[src/rtl/multicycle_control.sv]
// multicycle_control: multi-cycle instruction sequencer (IDLE/DECODE/EXEC/MEM/WB).
// Accepts one instruction over valid/ready, issues registered ALU op and
// time-qualified control strobes, runs a memory handshake with timeout and
// resolves branches from the datapath compare result.
//
// Opcode map (instr[4:1], itype = instr[0] = 0):
//   0000 li   0001 load 0010 store 0011 add  0100 sub  0101 xor 0110 or
//   0111 and  1000 jump 1001 beq  1010 blt  1011 bgt  1100 shl 1101 shr
//   1110/1111 illegal
// itype = 1 is a put; the opcode field is then ignored.
module multicycle_control #(
  parameter int IW          = 9,
  parameter int ALUW        = 4,
  parameter int TMO_W       = 4,
  parameter int MEM_TIMEOUT = 15
) (
  input  logic            clk,
  input  logic            reset,
  input  logic            instr_valid,
  input  logic [IW-1:0]   instr,
  output logic            instr_ready,
  input  logic            mem_ack,
  input  logic            branch_taken,
  output logic [ALUW-1:0] ALUOp,
  output logic            immtoRegFlag,
  output logic            memToRegFlag,
  output logic            regWriteFlag,
  output logic            memWriteFlag,
  output logic            mem_req,
  output logic            branchFlag,
  output logic            putFlag,
  output logic            done,
  output logic            err_illegal,
  output logic            err_timeout
);

  typedef enum logic [2:0] {S_IDLE, S_DECODE, S_EXEC, S_MEM, S_WB} state_e;

  // All registered control outputs travel together; everything defaults to 0
  // each cycle so strobes are naturally single-cycle.
  typedef struct packed {
    logic imm;
    logic memto;
    logic regwr;
    logic memwr;
    logic req;
    logic br;
    logic put;
    logic done;
    logic ill;
    logic tmo;
  } ctl_t;

  localparam bit               TMO_EN   = (MEM_TIMEOUT != 0);
  localparam logic [TMO_W-1:0] TMO_LAST = TMO_W'((MEM_TIMEOUT > 0) ? MEM_TIMEOUT - 1 : 0);
  localparam logic [3:0]       ALU_DEF  = 4'b0111;

  state_e            state_q, state_d;
  logic [3:0]        op_q, op_d;
  logic              itype_q, itype_d;
  logic [TMO_W-1:0]  cnt_q, cnt_d;
  logic [ALUW-1:0]   alu_q, alu_d;
  ctl_t              ctl_q, ctl_d;

  // Bits above the opcode carry no meaning for control.
  logic unused_instr_hi;
  assign unused_instr_hi = ^instr;

  // Instruction classification from the latched word.
  logic is_li, is_load, is_store, is_jump, is_branch, is_illegal, writes_reg, taken;
  logic [3:0] alu_code;

  // Classify the latched instruction and look up its ALU code.
  always_comb begin
    is_li      = !itype_q && (op_q == 4'b0000);
    is_load    = !itype_q && (op_q == 4'b0001);
    is_store   = !itype_q && (op_q == 4'b0010);
    is_jump    = !itype_q && (op_q == 4'b1000);
    is_branch  = !itype_q && (op_q inside {4'b1001, 4'b1010, 4'b1011});
    is_illegal = !itype_q && (op_q[3:1] == 3'b111);
    writes_reg = !itype_q && (op_q inside {4'b0000, 4'b0001, 4'b0011, 4'b0100, 4'b0101,
                                           4'b0110, 4'b0111, 4'b1100, 4'b1101});
    taken      = is_jump || (is_branch && branch_taken);
    alu_code   = ALU_DEF;
    if (!itype_q) begin
      case (op_q)
        4'b0011: alu_code = 4'b0101;  // add
        4'b0100: alu_code = 4'b0110;  // sub
        4'b0101: alu_code = 4'b0001;  // xor
        4'b0110: alu_code = 4'b0010;  // or
        4'b0111: alu_code = 4'b0000;  // and
        4'b1001: alu_code = 4'b1010;  // beq
        4'b1010: alu_code = 4'b1000;  // blt
        4'b1011: alu_code = 4'b1001;  // bgt
        4'b1100: alu_code = 4'b0011;  // shl
        4'b1101: alu_code = 4'b0100;  // shr
        default: alu_code = ALU_DEF;
      endcase
    end
  end

  // Next-state and next-output logic; outputs are registered so each strobe is
  // computed one cycle ahead, from the state being entered.
  always_comb begin
    state_d = state_q;
    op_d    = op_q;
    itype_d = itype_q;
    cnt_d   = cnt_q;
    alu_d   = alu_q;
    ctl_d   = '0;
    case (state_q)
      S_IDLE: begin
        if (instr_valid) begin
          op_d    = instr[4:1];
          itype_d = instr[0];
          state_d = S_DECODE;
        end
      end
      S_DECODE: begin
        alu_d = ALUW'(alu_code);
        if (is_illegal) begin
          ctl_d.ill  = 1'b1;
          ctl_d.done = 1'b1;
          state_d    = S_IDLE;
        end else begin
          state_d = S_EXEC;
        end
      end
      S_EXEC: begin
        if (is_load || is_store) begin
          state_d     = S_MEM;
          cnt_d       = '0;
          ctl_d.req   = 1'b1;
          ctl_d.memwr = is_store;
        end else begin
          // The branch decision is registered straight into branchFlag for WB.
          state_d  = S_WB;
          ctl_d.br = taken;
        end
      end
      S_MEM: begin
        if (mem_ack) begin
          // Ack beats a coincident timeout.
          if (is_load) begin
            state_d = S_WB;
          end else begin
            ctl_d.done = 1'b1;
            state_d    = S_IDLE;
          end
        end else if (TMO_EN && (cnt_q == TMO_LAST)) begin
          ctl_d.tmo  = 1'b1;
          ctl_d.done = 1'b1;
          state_d    = S_IDLE;
        end else begin
          cnt_d       = cnt_q + TMO_W'(1);
          ctl_d.req   = 1'b1;
          ctl_d.memwr = is_store;
        end
      end
      S_WB:    state_d = S_IDLE;
      default: state_d = S_IDLE;
    endcase
    if (state_d == S_WB) begin
      ctl_d.done  = 1'b1;
      ctl_d.regwr = writes_reg;
      ctl_d.imm   = is_li;
      ctl_d.memto = is_load;
      ctl_d.put   = itype_q;
    end
  end

  // State, latched instruction, timeout counter and registered outputs.
  always_ff @(posedge clk or posedge reset) begin
    if (reset) begin
      state_q <= S_IDLE;
      op_q    <= '0;
      itype_q <= 1'b0;
      cnt_q   <= '0;
      alu_q   <= ALUW'(ALU_DEF);
      ctl_q   <= '0;
    end else begin
      state_q <= state_d;
      op_q    <= op_d;
      itype_q <= itype_d;
      cnt_q   <= cnt_d;
      alu_q   <= alu_d;
      ctl_q   <= ctl_d;
    end
  end

  assign instr_ready  = (state_q == S_IDLE) && !reset;
  assign ALUOp        = alu_q;
  assign immtoRegFlag = ctl_q.imm;
  assign memToRegFlag = ctl_q.memto;
  assign regWriteFlag = ctl_q.regwr;
  assign memWriteFlag = ctl_q.memwr;
  assign mem_req      = ctl_q.req;
  assign branchFlag   = ctl_q.br;
  assign putFlag      = ctl_q.put;
  assign done         = ctl_q.done;
  assign err_illegal  = ctl_q.ill;
  assign err_timeout  = ctl_q.tmo;

endmodule

[config.mk]
export PLATFORM = sky130hd
export DESIGN_NAME = multicycle_control
export DESIGN_NICKNAME = d
export VERILOG_FILES = /design/src/rtl/multicycle_control.sv
export SDC_FILE = /design/constraint.sdc
export NUM_CORES = 1
export LEC_CHECK = 0
export CAP_MARGIN = 20
export CORE_ASPECT_RATIO = 0.5
export CORE_UTILIZATION = 49
export DETAILED_ROUTE_END_ITERATION = 10
export PLACE_DENSITY = 0.78
export SLEW_MARGIN = 20
export SYNTH_ARGS = -nofsm -noshare
export SYNTH_HDL_FRONTEND = slang
export SYNTH_SLANG_ARGS = --single-unit
[constraint.sdc]
create_clock -name clk -period 1.8 [get_ports clk]
set_input_delay 0.27 -clock clk [delete_from_list [all_inputs] [get_ports clk]]
set_output_delay 0.27 -clock clk [all_outputs]
set_load 0.01 [all_outputs]
==> out/metrics.cfg <==
[outcome]
outcome = finished, final reports clean

[global_route]
grt_max_degree = 27
grt_pass1_vias = 937
grt_pass1_wl_um = 4470
gr-usage-all-layers = 0.220
gr-total-overflow = 0
grt_antenna_before_repair = 0

[setup_path]
critPathKind = register to register
crit_chain = inv_1 > ha_1 > nor2_1 > o32ai_4 > o22ai_1
cp_num_buf_inv = 1
critPathLaunch = op_q[0]
critPathRequiredTime_ps = 1940
path_delay_family = compound AO/OA/AOI/OAI gates
max_stage_delay_ps = 440
critPathLaunchType = register
end_kind = register
critPathSlowestCell = dfrtp_1
path_max_fanout = 7
r2r_start = op_q[0]
cp.arrival_ps = 1810

[cts]
cts_tree = built
clk_transition_reported_paths_ps = 90
cts_sinks = 26
clk_latency_ps = 270
clockRootBuffer = clkbuf_8
cts_hold_repair.buffers = 0
cts_made_buffers = 3
post_cts_buffers = 0
h-tree-depth = 1
clock_path_buffers = 2

[sta]
tightest_slew_ps = 508
max_clock_freq_ghz = 0.597
finalSetupViolations = 0
hold_violations = 0
rsz0062_at_grt = false
fin_crit_ps = 1670
period_share = 0.930
slew_headroom = 0.661
drv_slew = 0
setup_tns_ps = 0
worst_clock_skew_ps = 5.04

[floorplanning]
start_util = 0.550
die_w_um = 74.5
die_y_um = 38.2
fp-row-count = 12
dieArea_um2 = 2850
ios = 29
core_um2 = 2340

[place]
gp_congestion = 0.851
place_hpwl_um = 1990
io_buffer_count = 24

[drt]
num_vias = 1017
dr.pass1.iters = 4
drcViolationCount = 0
antenna_left = 0
wirelength_met1_um = 1270
top_layer_used = met4
via_per_inst = 5.41
route.met2.wl_um = 1270
wl_per_cell_um = 14.1
wl_met3_um = 91
totalWireLength_um = 2650
drt_iter0_drc = 65

[synth]
ys_ff_latch = 26
yosysWarnings = 0
syn_area_um2 = 1290
synth-seq-area-share = 0.508
synth_cell_type_count = 43
syn_inst = 120
avgSynthCellArea_um2 = 10.7
syn_nets = 141

[final_layout]
final_cell_mix = dfrtp_1, clkdlybuf4s50_1, nand2_1, buf_4
antenna-diode-count = 0
areaGrowthSynthToFinish_pct = 29.5
fin_nets = 175
multiInputGateArea_um2 = 592
drive_gt1_frac = 0.150
seqCellArea_um2 = 654
fillers = 182

[power]
p_comb_frac = 0.470
power.share.clock = 0.143
finalPower_uw = 2390
p_int_uw = 1470
p_sw_uw = 919
power_density_nw_per_um2 = 1430
leakage_uw = 0.000742
switching_share = 0.385
seqPwrFrac = 0.387
ir_drop_uv = 663

[flow_run]
cap_viol_max_count = 0

[hold_path]
hold_class = input pin to async pin

[cell type report]
type                       instances  area share
clock buffer                       4      0.0270
timing repair buffer              33       0.184
inverter                           7      0.0158
multi-input combinational         83       0.355
tap                               35      0.0263
sequential                        26       0.392
[cell families (layout without fill, tap and decap cells)]
group | Yosys count | after routing | share of synthesized area
and+or+nand+nor | 43 | 43 | 0.198
muxes | 3 | 3 | 0.0253
xor gates and xnor gates | 1 | 1 | 0.00680
DFF | 26 | 26 | 0.508
adders and majority gates | 7 | 7 | 0.0680
buffers and inverters | 11 | 44 | 0.0321
AOI/OAI and AO/OA | 29 | 29 | 0.161
[state kept, by name, summed over array words and instances (netlist names)]
| register | flops |
|---|---|
| ALUOp | 4 |
| cnt_q | 4 |
| op_q | 4 |
| state_q | 3 |
| branchFlag | 1 |
| done | 1 |
| err_illegal | 1 |
| err_timeout | 1 |
| immtoRegFlag | 1 |
| itype_q | 1 |
| memToRegFlag | 1 |
| memWriteFlag | 1 |
| mem_req | 1 |
| putFlag | 1 |
| regWriteFlag | 1 |
[worst min-delay path: cells and delay by family]
family / cells / cell delay (ps)
buffers and inverters: 3 / 790
[path summary, 6_finish.rpt]
kind / slack (ps) / end / depth (start not counted)
max: 130 / cnt_q[1] / 5
min: 370 / state_q[0] / 3
max reg2reg: 130 / cnt_q[1] / 5
min reg2reg: 490 / ALUOp[3] / 2
max in group asynchronous: 1140 / ALUOp[0] / 3
min in group clk: 490 / ALUOp[3] / 2
[synth_stat cells, drive strengths merged]
cell type   n  area, um2
a21oi       6       30.0
ha          7       87.6
o211ai      1       7.51
o21a        1       7.51
nor3b       1       7.51
nand3       4       20.0
and3b       1       8.76
dfrtp      23        576
nor4b       1       15.0
and4b       1       10.0
o31ai       3       22.5
o32ai       1       27.5
nand2b      2       12.5
nor2b       1       6.26
nor3        2       10.0
mux2i       1       10.0
nor4        1       6.26
or3         3       18.8
nand3b      1       7.51
or2         1       6.26
and4bb      1       12.5
dfstp       3       78.8
nand4       1       6.26
buf         2       7.51
or4bb       1       11.3
mux2        2       22.5
a21boi      1       7.51
or3b        2       20.0
inv         7       26.3
and3        1       6.26
o22ai       2       12.5
a31oi       3       18.8
nand2      10       37.5
a41oi       1       8.76
a221oi      1       15.0
and2        1       6.26
o21ai       7       35.0
o21bai      2       15.0
clkbuf      2       7.51
xnor2       1       8.76
nor2        7       26.3
[timing repair]
action / CTS / global route
setup endpoints to repair: 1 / 1
gates resized for setup: 1 / 0
cloned: 0 / 0
pin swaps: 0 / 1
[metrics by stage]
| step | setup slack (ps) | hold WS, ps | instances | utilization | cell area [um2] |
|---|---|---|---|---|---|
| after floorplan | 234 | 308 | 120 | - | 1290 |
| after global placement | 65.0 | 466 | 184 | 0.693 | 1620 |
| after detailed placement | 7.31 | 478 | 184 | 0.693 | 1620 |
| after CTS | 117 | 382 | 188 | 0.712 | 1670 |
| after global routing | 15.8 | 412 | 188 | 0.712 | 1670 |
| final | 126 | 370 | 188 | 0.712 | 1670 |
[routing by layer]
layer,GRT usage,up-vias
li1,-,499
met1,0.306,498
met2,0.340,17
met3,0.0579,3
met4,0.0613,0
met5,0,-
[power by group through the flow]
stage | clock network (uW) | logic (uW) | registers [uW]
after global routing | 365 | 1250 | 946
after detailed placement | 0 | 1130 | 933
after CTS | 345 | 1130 | 923
after floorplan | 0 | 675 | 934
final | 342 | 1120 | 924
after global placement | 0 | 1100 | 919
No activity file was read; power rests on OpenSTA's default activity.
